`src/rtl/seq_shift_add_mult_if.sv`:
```
// Handshake bundle for seq_shift_add_mult: start/a/b from the requester,
// busy/done/product back from the multiplier.
interface seq_shift_add_mult_if #(
  parameter int WIDTH = 4
);
  logic                   start;
  logic [WIDTH-1:0]       a;
  logic [WIDTH-1:0]       b;
  logic                   busy;
  logic                   done;
  logic [2*WIDTH-1:0]     product;

  modport master (
    output start, a, b,
    input  busy, done, product
  );

  modport slave (
    input  start, a, b,
    output busy, done, product
  );
endinterface

```
`src/rtl/seq_shift_add_mult.sv`:
```
// seq_shift_add_mult: sequential unsigned shift-add multiplier.
// One WIDTH+1-bit add per clock into the upper half of a 2*WIDTH-bit
// accumulator, which then shifts right together with the multiplier.
// Optional feature macro: MULT_EARLY_EXIT_EN -- finish as soon as the
// remaining multiplier bits are all zero, realigning the partial product.
module seq_shift_add_mult #(
  parameter int WIDTH = 4
) (
  input  logic               clk,
  input  logic               rst,
  seq_shift_add_mult_if.slave bus
);

  localparam int CW = $clog2(WIDTH + 1);

  typedef enum logic [0:0] {
    ST_IDLE = 1'b0,
    ST_RUN  = 1'b1
  } state_t;

  state_t             state_r, state_s;
  logic [WIDTH-1:0]   mcand_r, mcand_s;
  logic [WIDTH-1:0]   mplier_r, mplier_s;
  logic [2*WIDTH-1:0] acc_r, acc_s;
  logic [2*WIDTH-1:0] product_r, product_s;
  logic [CW-1:0]      cnt_r, cnt_s;
  logic               done_r, done_s;

  logic [WIDTH-1:0]   addend_s;
  logic [WIDTH:0]     sum_s;
  logic [2*WIDTH-1:0] acc_step_s;
  logic [2*WIDTH-1:0] product_fin_s;
  logic [WIDTH-1:0]   mplier_step_s;
  logic [CW-1:0]      cnt_step_s;
  logic               last_step_s;

  // One shift-add step: conditional add into the upper half, carry kept, then shift right
  always_comb begin
    if (mplier_r[0]) begin
      addend_s = mcand_r;
    end else begin
      addend_s = {WIDTH{1'b0}};
    end
    sum_s         = {1'b0, acc_r[2*WIDTH-1:WIDTH]} + {1'b0, addend_s};
    acc_step_s    = {sum_s, acc_r[WIDTH-1:1]};
    mplier_step_s = {1'b0, mplier_r[WIDTH-1:1]};
    cnt_step_s    = cnt_r + {{(CW-1){1'b0}}, 1'b1};
`ifdef MULT_EARLY_EXIT_EN
    // After k steps the accumulator holds the product scaled up by 2^(WIDTH-k)
    last_step_s   = (cnt_step_s == CW'(WIDTH)) || (mplier_step_s == {WIDTH{1'b0}});
    product_fin_s = acc_step_s >> (CW'(WIDTH) - cnt_step_s);
`else
    last_step_s   = (cnt_step_s == CW'(WIDTH));
    product_fin_s = acc_step_s;
`endif
  end

  // Next-state and next-register values for the IDLE/RUN controller
  always_comb begin
    state_s   = state_r;
    mcand_s   = mcand_r;
    mplier_s  = mplier_r;
    acc_s     = acc_r;
    cnt_s     = cnt_r;
    product_s = product_r;
    done_s    = 1'b0;
    case (state_r)
      ST_IDLE: begin
        if (bus.start) begin
          state_s  = ST_RUN;
          mcand_s  = bus.a;
          mplier_s = bus.b;
          acc_s    = {(2*WIDTH){1'b0}};
          cnt_s    = {CW{1'b0}};
        end else begin
          state_s  = ST_IDLE;
        end
      end
      ST_RUN: begin
        mplier_s = mplier_step_s;
        acc_s    = acc_step_s;
        cnt_s    = cnt_step_s;
        if (last_step_s) begin
          state_s   = ST_IDLE;
          product_s = product_fin_s;
          done_s    = 1'b1;
        end else begin
          state_s   = ST_RUN;
        end
      end
      default: begin
        state_s = ST_IDLE;
      end
    endcase
  end

  // State and datapath registers; synchronous reset aborts any operation in flight
  always_ff @(posedge clk) begin
    if (rst) begin
      state_r   <= ST_IDLE;
      mcand_r   <= {WIDTH{1'b0}};
      mplier_r  <= {WIDTH{1'b0}};
      acc_r     <= {(2*WIDTH){1'b0}};
      cnt_r     <= {CW{1'b0}};
      product_r <= {(2*WIDTH){1'b0}};
      done_r    <= 1'b0;
    end else begin
      state_r   <= state_s;
      mcand_r   <= mcand_s;
      mplier_r  <= mplier_s;
      acc_r     <= acc_s;
      cnt_r     <= cnt_s;
      product_r <= product_s;
      done_r    <= done_s;
    end
  end

  assign bus.busy    = (state_r == ST_RUN);
  assign bus.done    = done_r;
  assign bus.product = product_r;

endmodule

```
`src/flat_wrapper.sv`:
```
// flat-port wrapper written by rule: the top's interface ports become plain ports
module seq_shift_add_mult_flat 
#(
  parameter int WIDTH = 4
)
  (clk, rst, bus_start, bus_a, bus_b, bus_busy, bus_done, bus_product);
  seq_shift_add_mult_if #(.WIDTH(WIDTH)) bus_i ();
  input  logic clk;
  input  logic rst;
  input wire logic [$bits(bus_i.start)-1:0] bus_start;
  input wire logic [$bits(bus_i.a)-1:0] bus_a;
  input wire logic [$bits(bus_i.b)-1:0] bus_b;
  output wire logic [$bits(bus_i.busy)-1:0] bus_busy;
  output wire logic [$bits(bus_i.done)-1:0] bus_done;
  output wire logic [$bits(bus_i.product)-1:0] bus_product;
  assign bus_i.start = bus_start;
  assign bus_i.a = bus_a;
  assign bus_i.b = bus_b;
  assign bus_busy = bus_i.busy;
  assign bus_done = bus_i.done;
  assign bus_product = bus_i.product;
  seq_shift_add_mult #(.WIDTH(WIDTH)) u_core (.clk(clk), .rst(rst), .bus(bus_i));
endmodule
```
`config.mk`:
```
export PLATFORM = sky130hd
export DESIGN_NAME = seq_shift_add_mult_flat
export DESIGN_NICKNAME = d
export VERILOG_FILES = /design/src/rtl/seq_shift_add_mult_if.sv /design/src/rtl/seq_shift_add_mult.sv /design/src/flat_wrapper.sv
export SDC_FILE = /design/constraint.sdc
export NUM_CORES = 1
export LEC_CHECK = 0
export ABC_CLOCK_PERIOD_IN_PS = 2800
export CAP_MARGIN = 20
export CORE_MARGIN = 2
export CORE_UTILIZATION = 36
export DETAILED_ROUTE_END_ITERATION = 8
export DONT_BUFFER_PORTS = 1
export PLACE_DENSITY_LB_ADDON = 0.3
export SYNTH_ARGS = -nofsm -noshare
export SYNTH_HDL_FRONTEND = slang
export SYNTH_SLANG_ARGS = --single-unit
```
`constraint.sdc`:
```
create_clock -name clk -period 2.8 [get_ports clk]
set_input_delay 0.42 -clock clk [delete_from_list [all_inputs] [get_ports clk]]
set_output_delay 0.42 -clock clk [all_outputs]
set_load 0.01 [all_outputs]
```
# After elaboration in Yosys (flattened, before gate mapping)
# Index checks and enable logic that the tools add are counted.
# totals
reg_bits	29
wordCells	26
input_bits	11
# op_classes
bitwise_logic	1
mux	11
reduce_logical	3
n_addsub	2
n_eq_ne	2
# op_table
op	n
one-hot mux 8 bit (2 select lines)	1
two-way mux 4 bit	2
two-way mux 8 bit	1
one-hot mux 4 bit (2 select lines)	1
one-hot mux 3 bit (2 select lines)	1
adder 4 x 4 -> 5 bit	1
AND reduction 2 bit	2
adder 3 x 1 -> 3 bit, second input constant	1
equality test 3 bit, second input constant	1
two-way mux 1 bit	3
two-way mux 3 bit	1
!= test 2 bit, second input constant	1
one-hot mux 1 bit (2 select lines)	1
OR reduction 2 bit	1
inverter 1 bit	1

# Logic depth before layout (Yosys ltp)
# Gate-level depths: netlist (run 1).
# logic_depth
ltp_word	4
mapped_depth	6

# Least setup slack after synthesis (run 1)
# OpenSTA, ideal clock, no wires.
# synth_path
path_type	register to register
from	reg u_core.mplier_r[0]
to	reg u_core.acc_r[7]
path_slack_ns	1.223
setup_ns	0.124
path_stages_with_launch	7
n_path_buf	0
arrival_time_ns	1.454
synth_period_minus_slack_ns	1.577
cell_sequence	dfxtp_1 -> and2_1 -> ha_1 -> fa_1 -> a21o_1 -> a21oi_1 -> o21ai_0
# synth_via
elab_chain_len	3
# synth_rtl
element	line	rtl
start, declared	seq_shift_add_mult.sv:23	logic [WIDTH-1:0] mplier_r, mplier_s;
start signal, assigned	seq_shift_add_mult.sv:102	mplier_r <= {WIDTH{1'b0}};
start signal, assigned	seq_shift_add_mult.sv:110	mplier_r <= mplier_s;
two-way mux 4 bit	seq_shift_add_mult.sv:39	if (mplier_r[0]) begin
adder 4 x 4 -> 5 bit	seq_shift_add_mult.sv:44	sum_s = {1'b0, acc_r[2*WIDTH-1:WIDTH]} + {1'b0, addend_s};
one-hot mux 8 bit (2 select lines)	seq_shift_add_mult.sv:67	case (state_r)
end signal, assigned	seq_shift_add_mult.sv:103	acc_r <= {(2*WIDTH){1'b0}};
end signal, assigned	seq_shift_add_mult.sv:111	acc_r <= acc_s;
end, declared	seq_shift_add_mult.sv:24	logic [2*WIDTH-1:0] acc_r, acc_s;
# Every way passes these cells.
# A chain may end at the register's enable or synchronous reset.

# Worst setup path in the final report (run 1)
# Same ends and word-level chain as after synthesis.

==> results of run 1 <==
==> final cells by class <==
type / instances / area (um^2)
well taps: 46 / 57.6
fillers: 380 / 2040
clock buffers: 4 / 36.3
flip-flops and latches: 28 / 561
repair buffers: 1 / 7.51
inverters: 1 / 3.75
multi-input cells: 97 / 654
==> worst min-delay path by stage <==
stage,startpoint,end,slack [ns],cells after the start
floorplan,u_core.acc_r[1]$_SDFFE_PP0P_,u_core.bus.product[0]$_SDFFE_PP0P_,0.43,2
global placement,u_core.mcand_r[0]$_SDFFE_PP0P_,u_core.mcand_r[0]$_SDFFE_PP0P_,0.47,2
detailed placement,u_core.acc_r[1]$_SDFFE_PP0P_,u_core.bus.product[0]$_SDFFE_PP0P_,0.48,2
CTS,rst,u_core.cnt_r[2]$_SDFFE_PP0P_,0.12,1
global route,rst,u_core.acc_r[2]$_SDFFE_PP0P_,0.11,1
finish,rst,u_core.cnt_r[2]$_SDFFE_PP0P_,0.14,1
==> stage by stage <==
step	area, um^2	setup slack (ns)	util, %	hold slack, ns	total power, mW
after global routing	1320	0.960	39.2	0.108	0.680
after floorplan	1270	1.22	-	0.427	0.466
after global placement	1280	1.14	38.2	0.472	0.461
final	1320	1.07	39.2	0.143	0.648
after detailed placement	1280	1.10	38.2	0.479	0.462
after CTS	1320	1.06	39.2	0.124	0.659
==> flip-flops by register name, summed over array words and instances, names as in the netlist <==
register / cells
u_core.acc_r: 7
u_core.bus.busy: 1
u_core.bus.done: 1
u_core.bus.product: 8
u_core.cnt_r: 3
u_core.mcand_r: 4
u_core.mplier_r: 4
==> where the power goes <==
| group | total, mW | switching [mW] | internal, mW |
|---|---|---|---|
| Clock | 0.195 | 0.116 | 0.0796 |
| Sequential | 0.419 | 0.0103 | 0.408 |
| Combinational | 0.0340 | 0.0151 | 0.0189 |
==> cells by family after synthesis <==
logic type,Yosys count,synth area share [%]
and+or+nand+nor,55,21.5
adders and majority gates,7,7.46
DFF,28,44.0
xor gates and xnor gates,1,0.687
muxes,12,9.72
buffers and inverters,10,4.71
AOI/OAI and AO/OA,22,12.0
==> cells in the final DEF (no fill, tap or decap) <==
cell	synthesis	final
nand2b_1	3	3
nor3b_1	8	8
a211o_1	1	1
a2111oi_2	2	2
o31a_1	1	1
o21ai_0	1	1
or4b_1	1	1
fa_1	1	1
a311o_1	1	1
ha_1	6	6
a21o_1	3	3
mux2_2	3	3
nor4b_1	1	1
mux2i_1	9	9
a211oi_1	1	1
nand2_1	12	12
clkbuf_8	0	1
nor3_1	3	3
and2_1	5	5
clkbuf_4	0	3
buf_4	2	1
inv_1	1	1
dfxtp_1	28	28
nor2_1	21	21
a21oi_1	12	12
xor2_1	1	1
nor2b_1	1	1
==> layer usage <==
| metal | vias to the layer above | track usage (%) | share of wire [%] |
|---|---|---|---|
| li1 | 456 | - | - |
| met1 | 404 | 15.6 | 48 |
| met2 | 21 | 19.6 | 45 |
| met3 | 2 | 4.82 | 6.2 |
| met4 | 0 | 2.45 | 0.60 |
| met5 | - | 0 | 0 |
==> worst reg2reg max path, delay by kind of cell (launching register included) <==
family                     cells  cell delay (ns)
adders and majority gates      2             0.62
AOI/OAI and AO/OA              3             0.49
DFF                            1             0.36
and+or+nand+nor                1             0.17
==> run_results.csv, run 1 <==
group,metric,value,unit
worst_setup_path,crit_chain,"and2_1, ha_1, fa_1, a21o_1, a21oi_1, o21ai_0",
worst_setup_path,critPathKind,"reg -> reg",
power,power_density,491,mW/mm^2
placed_design,portBuffers,0,
sta,setup_viol,0,
flow_run,max_cap_viol_count,0,
floorplan,start_util,37.9,%
worst_setup_path,startpoint,"u_core.mplier_r[0]$_SDFFE_PP0P_",
worst_setup_path,start_kind,"flop",
synthesis,ys_seq_elements,28,
power,peakVddDrop,0.000353,V
grt,grt_usage,12.2,%
worst_setup_path,crit_slowest_cell,"fa_1",
worst_setup_path,rrSetupSlack,1.07,ns
floorplan,coreArea,0.00336,mm^2
clock_tree,hold_buffers,0,
floorplan,die_area,0.00403,mm^2
drt,post-route-drc-count,0,
finish,drive_above_1_share,7.63,%
drt,drt_iter0_markers,60,
sta,tightestPinTransition,0.636,ns
clock_tree,cts_buffers,3,
synthesis,synthArstFlopShare,0,%
synthesis,synth-edff-count,0,
placed_design,place_hpwl,1710,um
clock_tree,cts-resized-gates,0,
power,power_leakage,0.532,nW
floorplan,rows,21,
min_path,min_path_type,"in -> reg",
worst_setup_path,cp_num_buf_inv,0,
drt,wire_per_inst,13.2,um
synthesis,ys_seq_area_share,44.0,%
clock_tree,htreeDepth,1,
synthesis,yosys.cell_count.top_type,"dfxtp_1",
sta,hold_viol_final,0,
grt,gr-total-overflow,0,
synthesis,synth_ff_type,"dfxtp_1",
clock_tree,root_buffer,"clkbuf_4",
sta,slew_viol_final,0,
clock_tree,clock_latency,0.32,ns
finish,nets,150,
drt,vias,883,
sta,final.setup.tns,0,ns
worst_setup_path,crit_family,"adder cells",
sta,max_slew_margin,57.5,%
sta,fmax,0.579,GHz
grt,grt_antenna_before_repair,0,
floorplan,die_h,63.5,um
placed_design,gp_congestion,0.826,
worst_setup_path,crit_fanout,5,
sta,rsz0062_at_grt,"no",
synthesis,synth.area.top_cells,"dfxtp_1 44%, mux2i_1 7.1%, nor2_1 6.2%, ha_1 5.9%, a21oi_1 4.7%",
synthesis,synth_common_cells,"28 x dfxtp_1, 21 x nor2_1, 12 x a21oi_1, 12 x nand2_1, 9 x mux2i_1",
sta,fin_crit,1.73,ns
clock_tree,clk_path_buf_depth,2,
run_status,outcome,"complete, no violations",
synthesis,synth_nets,153,
finish,fin_cells,177,
worst_setup_path,endpoint,"u_core.acc_r[7]$_SDFFE_PP0P_",
drt,drtPass1Iterations,4,
synthesis,syn_area,0.00127,mm^2
worst_setup_path,cp.depth,6,
grt,grt_max_degree,34,
synthesis,post-synth-top-area-fraction,44.0,%
sta,skew,0.00349,ns
drt,ant_nets,0,
clock_tree,post-cts-setup-buffer-count,0,
grt,grt_pass1_wl,3970,um
synthesis,yosys_warnings,0,
drt,avgViaCountPerCell,4.99,
clock_tree,clk_pin_slew,0.15,ns
finish,syn_to_final_growth,3.53,%
clock_tree,cts_tree,"yes",
synthesis,netlist_instances,135,
worst_setup_path,required,3.03,ns
worst_setup_path,reg2reg_depth,6,
synthesis,syn_avg_cell_area,9.44,um^2
sta,fin_crit_sh,61.7,%
synthesis,synth_area_leader_cell,"dfxtp_1",
placed_design,placed_cells,173,
floorplan,io_pins,21,
worst_setup_path,cpPeakStageDelay,0.41,ns
worst_setup_path,regToRegEndpoint,"u_core.acc_r[7]$_SDFFE_PP0P_",
finish,diodes,0,
drt,routed_wl,2340,um
synthesis,synth.distinct_cells,27,
floorplan,die_w,63.5,um
grt,grt_pass1_vias,836,
worst_setup_path,crit-reg2reg-launch,"u_core.mplier_r[0]$_SDFFE_PP0P_",
worst_setup_path,arrival,1.95,ns
worst_setup_path,critPathCaptureType,"flop",
clock_tree,clock_sinks,28,
No activity file was read; power rests on OpenSTA's default activity.
==> run 2: changes to the inputs <==
ABC_CLOCK_PERIOD_IN_PS = 1400   (was 2800)
clock period = 1.4 ns   (was 2.8 ns; I/O delays follow)
==> run_results.csv, run 2 (synthesized netlist as in run 1, its figures left out) <==
group,metric,value,unit
floorplan,die_w,63.5,um
finish,nets,160,
run_status,violations,"negative hold slack, negative setup slack",
grt,grt_max_degree,34,
min_path,min_path_type,"in -> reg",
drt,post-route-drc-count,0,
power,peakVddDrop,0.000730,V
flow_run,max_cap_viol_count,0,
floorplan,die_area,0.00403,mm^2
sta,setup_viol,8,
placed_design,placed_cells,183,
power,power_leakage,0.582,nW
drt,dr.max_layer_used,"met4",
worst_setup_path,reg2reg_depth,5,
grt,grt_pass1_wl,4350,um
placed_design,portBuffers,0,
finish,fin_cells,187,
sta,fmax,0.659,GHz
drt,wire_per_inst,14.2,um
drt,drtPass1Iterations,5,
clock_tree,htreeDepth,1,
worst_setup_path,crit-reg2reg-launch,"u_core.mplier_r[0]$_SDFFE_PP0P_",
sta,skew,0.0105,ns
sta,finalWorstSetupSlack,-0.118,ns
clock_tree,clk_path_buf_depth,2,
worst_setup_path,crit_fanout,5,
clock_tree,cts_buffers,3,
floorplan,die_h,63.5,um
clock_tree,clock_sinks,28,
grt,grt_usage,13.3,%
min_path,hp-start,"rst",
run_status,outcome,"complete, but fails checks",
drt,ant_nets,0,
min_path,whs_path_depth,1,
power,power_density,966,mW/mm^2
drt,vias,958,
sta,tightestPinTransition,0.469,ns
finish,final_cell_mix,"25 x dfxtp_1, 21 x nor2_1, 11 x nand2_1, 10 x buf_4",
clock_tree,root_buffer,"clkbuf_4",
finish,diodes,0,
sta,fin_crit_sh,108,%
placed_design,placed_area,0.00138,mm^2
placed_design,gp_congestion,0.772,
finish,layout_commonest_cell,"dfxtp_1",
finish,post-route-util,45.1,%
clock_tree,clock_latency,0.33,ns
power,power.total,1.46,mW
drt,wl_met3,124,um
finish,stdcell_area,0.00152,mm^2
finish,syn_to_final_growth,18.8,%
worst_setup_path,crit_slowest_cell,"dfxtp_2",
sta,whs,-0.0822,ns
floorplan,start_util,37.9,%
worst_setup_path,regToRegEndpoint,"u_core.bus.product[6]$_SDFFE_PP0P_",
sta,hold_viol_final,25,
finish,largest_reg_flops,8,
sta,slew_viol_final,0,
drt,met2WireLength,1310,um
drt,drt_iter0_markers,26,
placed_design,place_hpwl,1790,um
grt,gr-total-overflow,0,
worst_setup_path,start_kind,"flop",
worst_setup_path,critPathCaptureType,"flop",
floorplan,coreArea,0.00336,mm^2
sta,max_slew_margin,68.7,%
clock_tree,cts_tree,"yes",
drt,wl_met1,1200,um
floorplan,rows,21,
min_path,hold_end,"u_core.bus.product[7]$_SDFFE_PP0P_",
worst_setup_path,required,1.65,ns
floorplan,io_pins,21,
worst_setup_path,cpPeakStageDelay,0.38,ns
drt,avgViaCountPerCell,5.12,
grt,grt_pass1_vias,990,
sta,rsz0062_at_grt,"yes",
sta,fin_crit,1.52,ns
worst_setup_path,crit_chain,"and2_4, ha_4, a21o_4, a21o_1, a311o_1",
worst_setup_path,rrSetupSlack,-0.12,ns
drt,routed_wl,2650,um
clock_tree,clk_pin_slew,0.16,ns
worst_setup_path,arrival,1.76,ns
grt,grt_antenna_before_repair,0,
worst_setup_path,critPathKind,"reg -> reg",
finish,drive_above_1_share,25.5,%
## run 2: worst max-delay path by stage
stage	from	end	slack, ns	cells past startpoint
after floorplan	u_core.mplier_r[0]$_SDFFE_PP0P_	u_core.bus.product[7]$_SDFFE_PP0P_	-0.05	6
after global placement	u_core.mplier_r[0]$_SDFFE_PP0P_	u_core.bus.product[7]$_SDFFE_PP0P_	-0.09	6
after detailed placement	u_core.mplier_r[0]$_SDFFE_PP0P_	u_core.bus.product[7]$_SDFFE_PP0P_	-0.13	6
after CTS	u_core.mplier_r[0]$_SDFFE_PP0P_	u_core.bus.product[7]$_SDFFE_PP0P_	-0.13	6
after global routing	u_core.mplier_r[0]$_SDFFE_PP0P_	u_core.bus.product[6]$_SDFFE_PP0P_	-0.19	5
final	u_core.mplier_r[0]$_SDFFE_PP0P_	u_core.bus.product[6]$_SDFFE_PP0P_	-0.12	5
## run 2: what timing repair did
action / 4_1_cts / 5_1_grt
pin swaps: 3 / 0
endpoints found under the setup margin: 8 / 14
gates resized for setup: 3 / 11
endpoints found under the hold margin: 25 / 25
buffers inserted: 0 / 0
## run 2: through the flow
| step | hold slack [ns] | TNS [ns] | worst slack [ns] |
|---|---|---|---|
| after CTS | -0.0943 | -0.797 | -0.129 |
| after global placement | 0.284 | -0.408 | -0.0941 |
| after global routing | -0.111 | -1.12 | -0.190 |
| after detailed placement | 0.283 | -0.679 | -0.133 |
| final | -0.0822 | -0.576 | -0.118 |
| after floorplan | 0.357 | -0.105 | -0.0535 |
## run 2: power breakdown
group,total (mW),switching (mW),leakage [nW],internal [mW]
logic,0.0930,0.0410,0.326,0.0520
registers,0.836,0.0171,0.228,0.818
clock network,0.535,0.245,0.0279,0.290
total,1.46,0.303,0.582,1.16
## run 2: metal layers
layer	vias up	GRT usage (%)
met2	19	23.8
met1	457	15.8
li1	480	-
met5	-	0
met4	0	1.63
met3	2	4.46
## run 2: final cells by class
class | count | area [um^2]
clock buffers | 3 | 22.5
clock inverters | 1 | 30.0
fillers | 357 | 1850
inverters | 1 | 3.75
multi-input cells | 97 | 751
flip-flops and latches | 28 | 564
well taps | 46 | 57.6
repair buffers | 11 | 86.3
## run 2: worst max-delay path, delay by kind of cell (launching register included)
kind / cells / cell delay [ns]
and+or+nand+nor: 1 / 0.17
AOI/OAI and AO/OA: 3 / 0.69
DFF: 1 / 0.38
adders and majority gates: 1 / 0.20
==> run 3: changes to the inputs <==
CORE_UTILIZATION = 45   (was 36)
SETUP_SLACK_MARGIN = 0.1   (was default)
==> run_results.csv, run 3 (synthesized netlist as in run 1, its figures left out) <==
group,metric,value,unit
sta,fin_crit_sh,108,%
sta,slew_viol_final,0,
sta,tightestPinTransition,0.438,ns
floorplan,die_w,57.2,um
power,clockPowerShare,30.0,%
floorplan,die_area,0.00328,mm^2
worst_setup_path,cp_num_buf_inv,0,
grt,grt_pass1_vias,959,
run_status,outcome,"complete, but fails checks",
power,peakVddDrop,0.000636,V
finish,diodes,0,
clock_tree,clk_pin_slew,0.16,ns
power,power_frac_seq,62.3,%
sta,rsz0062_at_grt,"yes",
finish,drive_above_1_share,28.7,%
sta,setup_viol,8,
worst_setup_path,arrival,1.76,ns
run_status,violations,"negative hold slack, negative setup slack",
placed_design,gp_congestion,0.751,
power,power.total,1.34,mW
clock_tree,cts_buffers,3,
flow_run,max_cap_viol_count,0,
sta,finalWorstSetupSlack,-0.113,ns
grt,grt_max_degree,34,
clock_tree,clock_sinks,28,
clock_tree,cts_tree,"yes",
floorplan,die_h,57.2,um
worst_setup_path,critPathCaptureType,"flop",
grt,grt_pass1_wl,4130,um
floorplan,coreArea,0.00273,mm^2
sta,whs,-0.0749,ns
worst_setup_path,start_kind,"flop",
grt,grt_antenna_before_repair,0,
drt,vias,940,
drt,wire_per_inst,14.1,um
power,switching_power,0.302,mW
drt,post-route-drc-count,0,
grt,grt_usage,16.0,%
finish,largest_reg_flops,8,
clock_tree,clock_latency,0.33,ns
floorplan,io_pins,21,
drt,ant_nets,0,
power,power_density,892,mW/mm^2
grt,gr-total-overflow,0,
placed_design,place_hpwl,1710,um
placed_design,pre_cts_ws,-0.120,ns
worst_setup_path,crit_chain,"and2_4, ha_4, fa_2, a21o_1, a21oi_2, a211oi_1",
clock_tree,htreeDepth,1,
drt,drt_iter0_markers,18,
clock_tree,clk_path_buf_depth,2,
power,netSwitchingFraction,22.6,%
worst_setup_path,critPathKind,"reg -> reg",
placed_design,portBuffers,0,
worst_setup_path,crit_family,"adder cells",
drt,avgViaCountPerCell,5.40,
finish,syn_to_final_growth,17.6,%
finish,nets,162,
floorplan,start_util,46.6,%
drt,drtPass1Iterations,4,
power,p_int,1.04,mW
drt,routed_wl,2450,um
worst_setup_path,crit_fanout,5,
finish,layout_commonest_cell,"dfxtp_1",
worst_setup_path,crit_slowest_cell,"dfxtp_2",
sta,hold_viol_final,25,
power,pwr-share-comb,7.7,%
clock_tree,root_buffer,"clkbuf_4",
worst_setup_path,required,1.64,ns
sta,max_slew_margin,70.7,%
floorplan,rows,19,
worst_setup_path,cpPeakStageDelay,0.37,ns
min_path,min_path_type,"in -> reg",
sta,fmax,0.661,GHz
sta,skew,0.0135,ns
finish,final_cell_mix,"25 x dfxtp_1, 21 x nor2_1, 11 x buf_4, 10 x nand2_1",
sta,fin_crit,1.51,ns
power,power_leakage,0.585,nW
[run 3: final cells by class]
type / instances / area (um^2)
tap: 31 / 38.8
sequential: 28 / 564
clock buffer: 4 / 36.3
inverter: 1 / 3.75
timing repair buffer: 13 / 105
multi-input combinational: 97 / 751
fill: 247 / 1230
[run 3: worst register-to-register path, cell delays in order (launching register included)]
cell,delay (ns)
dfxtp_2,0.37
and2_4,0.14
ha_4,0.16
fa_2,0.36
a21o_1,0.18
a21oi_2,0.13
a211oi_1,0.08
[run 3: final timing paths]
kind / from / cells after the start / slack [ns] / to
hold / removal: rst / 1 / -0.07 / u_core.cnt_r[0]$_SDFFE_PP0P_
setup reg to reg: u_core.mplier_r[0]$_SDFFE_PP0P_ / 6 / -0.11 / u_core.bus.product[7]$_SDFFE_PP0P_
hold reg to reg: u_core.acc_r[1]$_SDFFE_PP0P_ / 2 / 0.46 / u_core.bus.product[0]$_SDFFE_PP0P_
setup / recovery: u_core.mplier_r[0]$_SDFFE_PP0P_ / 6 / -0.11 / u_core.bus.product[7]$_SDFFE_PP0P_
[run 3: power groups by stage]
stage | clock network (mW) | logic (mW) | registers, mW
after CTS | 0.412 | 0.0989 | 0.833
after floorplan | 0 | 0.0904 | 0.844
after detailed placement | 0 | 0.0925 | 0.850
after global routing | 0.437 | 0.113 | 0.836
final | 0.402 | 0.102 | 0.834
after global placement | 0 | 0.0890 | 0.849
[run 3: timing repair]
action	in CTS	in global routing
cloned	0	0
endpoints found under the hold margin	25	25
endpoints found under the setup margin	13	13
buffers inserted	1	1
pin swaps	4	1
gates resized for setup	11	6
[run 3: through the flow]
stage	std cells	setup TNS [ns]	utilization [%]	cell area (um^2)	hold slack, ns
6_report	174	-0.613	54.8	1500	-0.0749
5_1_grt	174	-1.10	54.8	1500	-0.0981
4_1_cts	173	-0.555	53.7	1470	-0.0943
3_5_place_dp	168	-0.590	50.1	1370	0.283
3_3_place_gp	168	-0.442	50.1	1370	0.282
2_1_floorplan	135	-0.105	-	1310	0.357
[run 3: routing by layer]
metal | vias up | track usage, % | wire length, um
met5 | - | 0 | 0
met4 | 0 | 6.98 | 16
met3 | 2 | 3.17 | 101
met2 | 11 | 27.8 | 1170
met1 | 452 | 19.3 | 1160
li1 | 475 | - | -
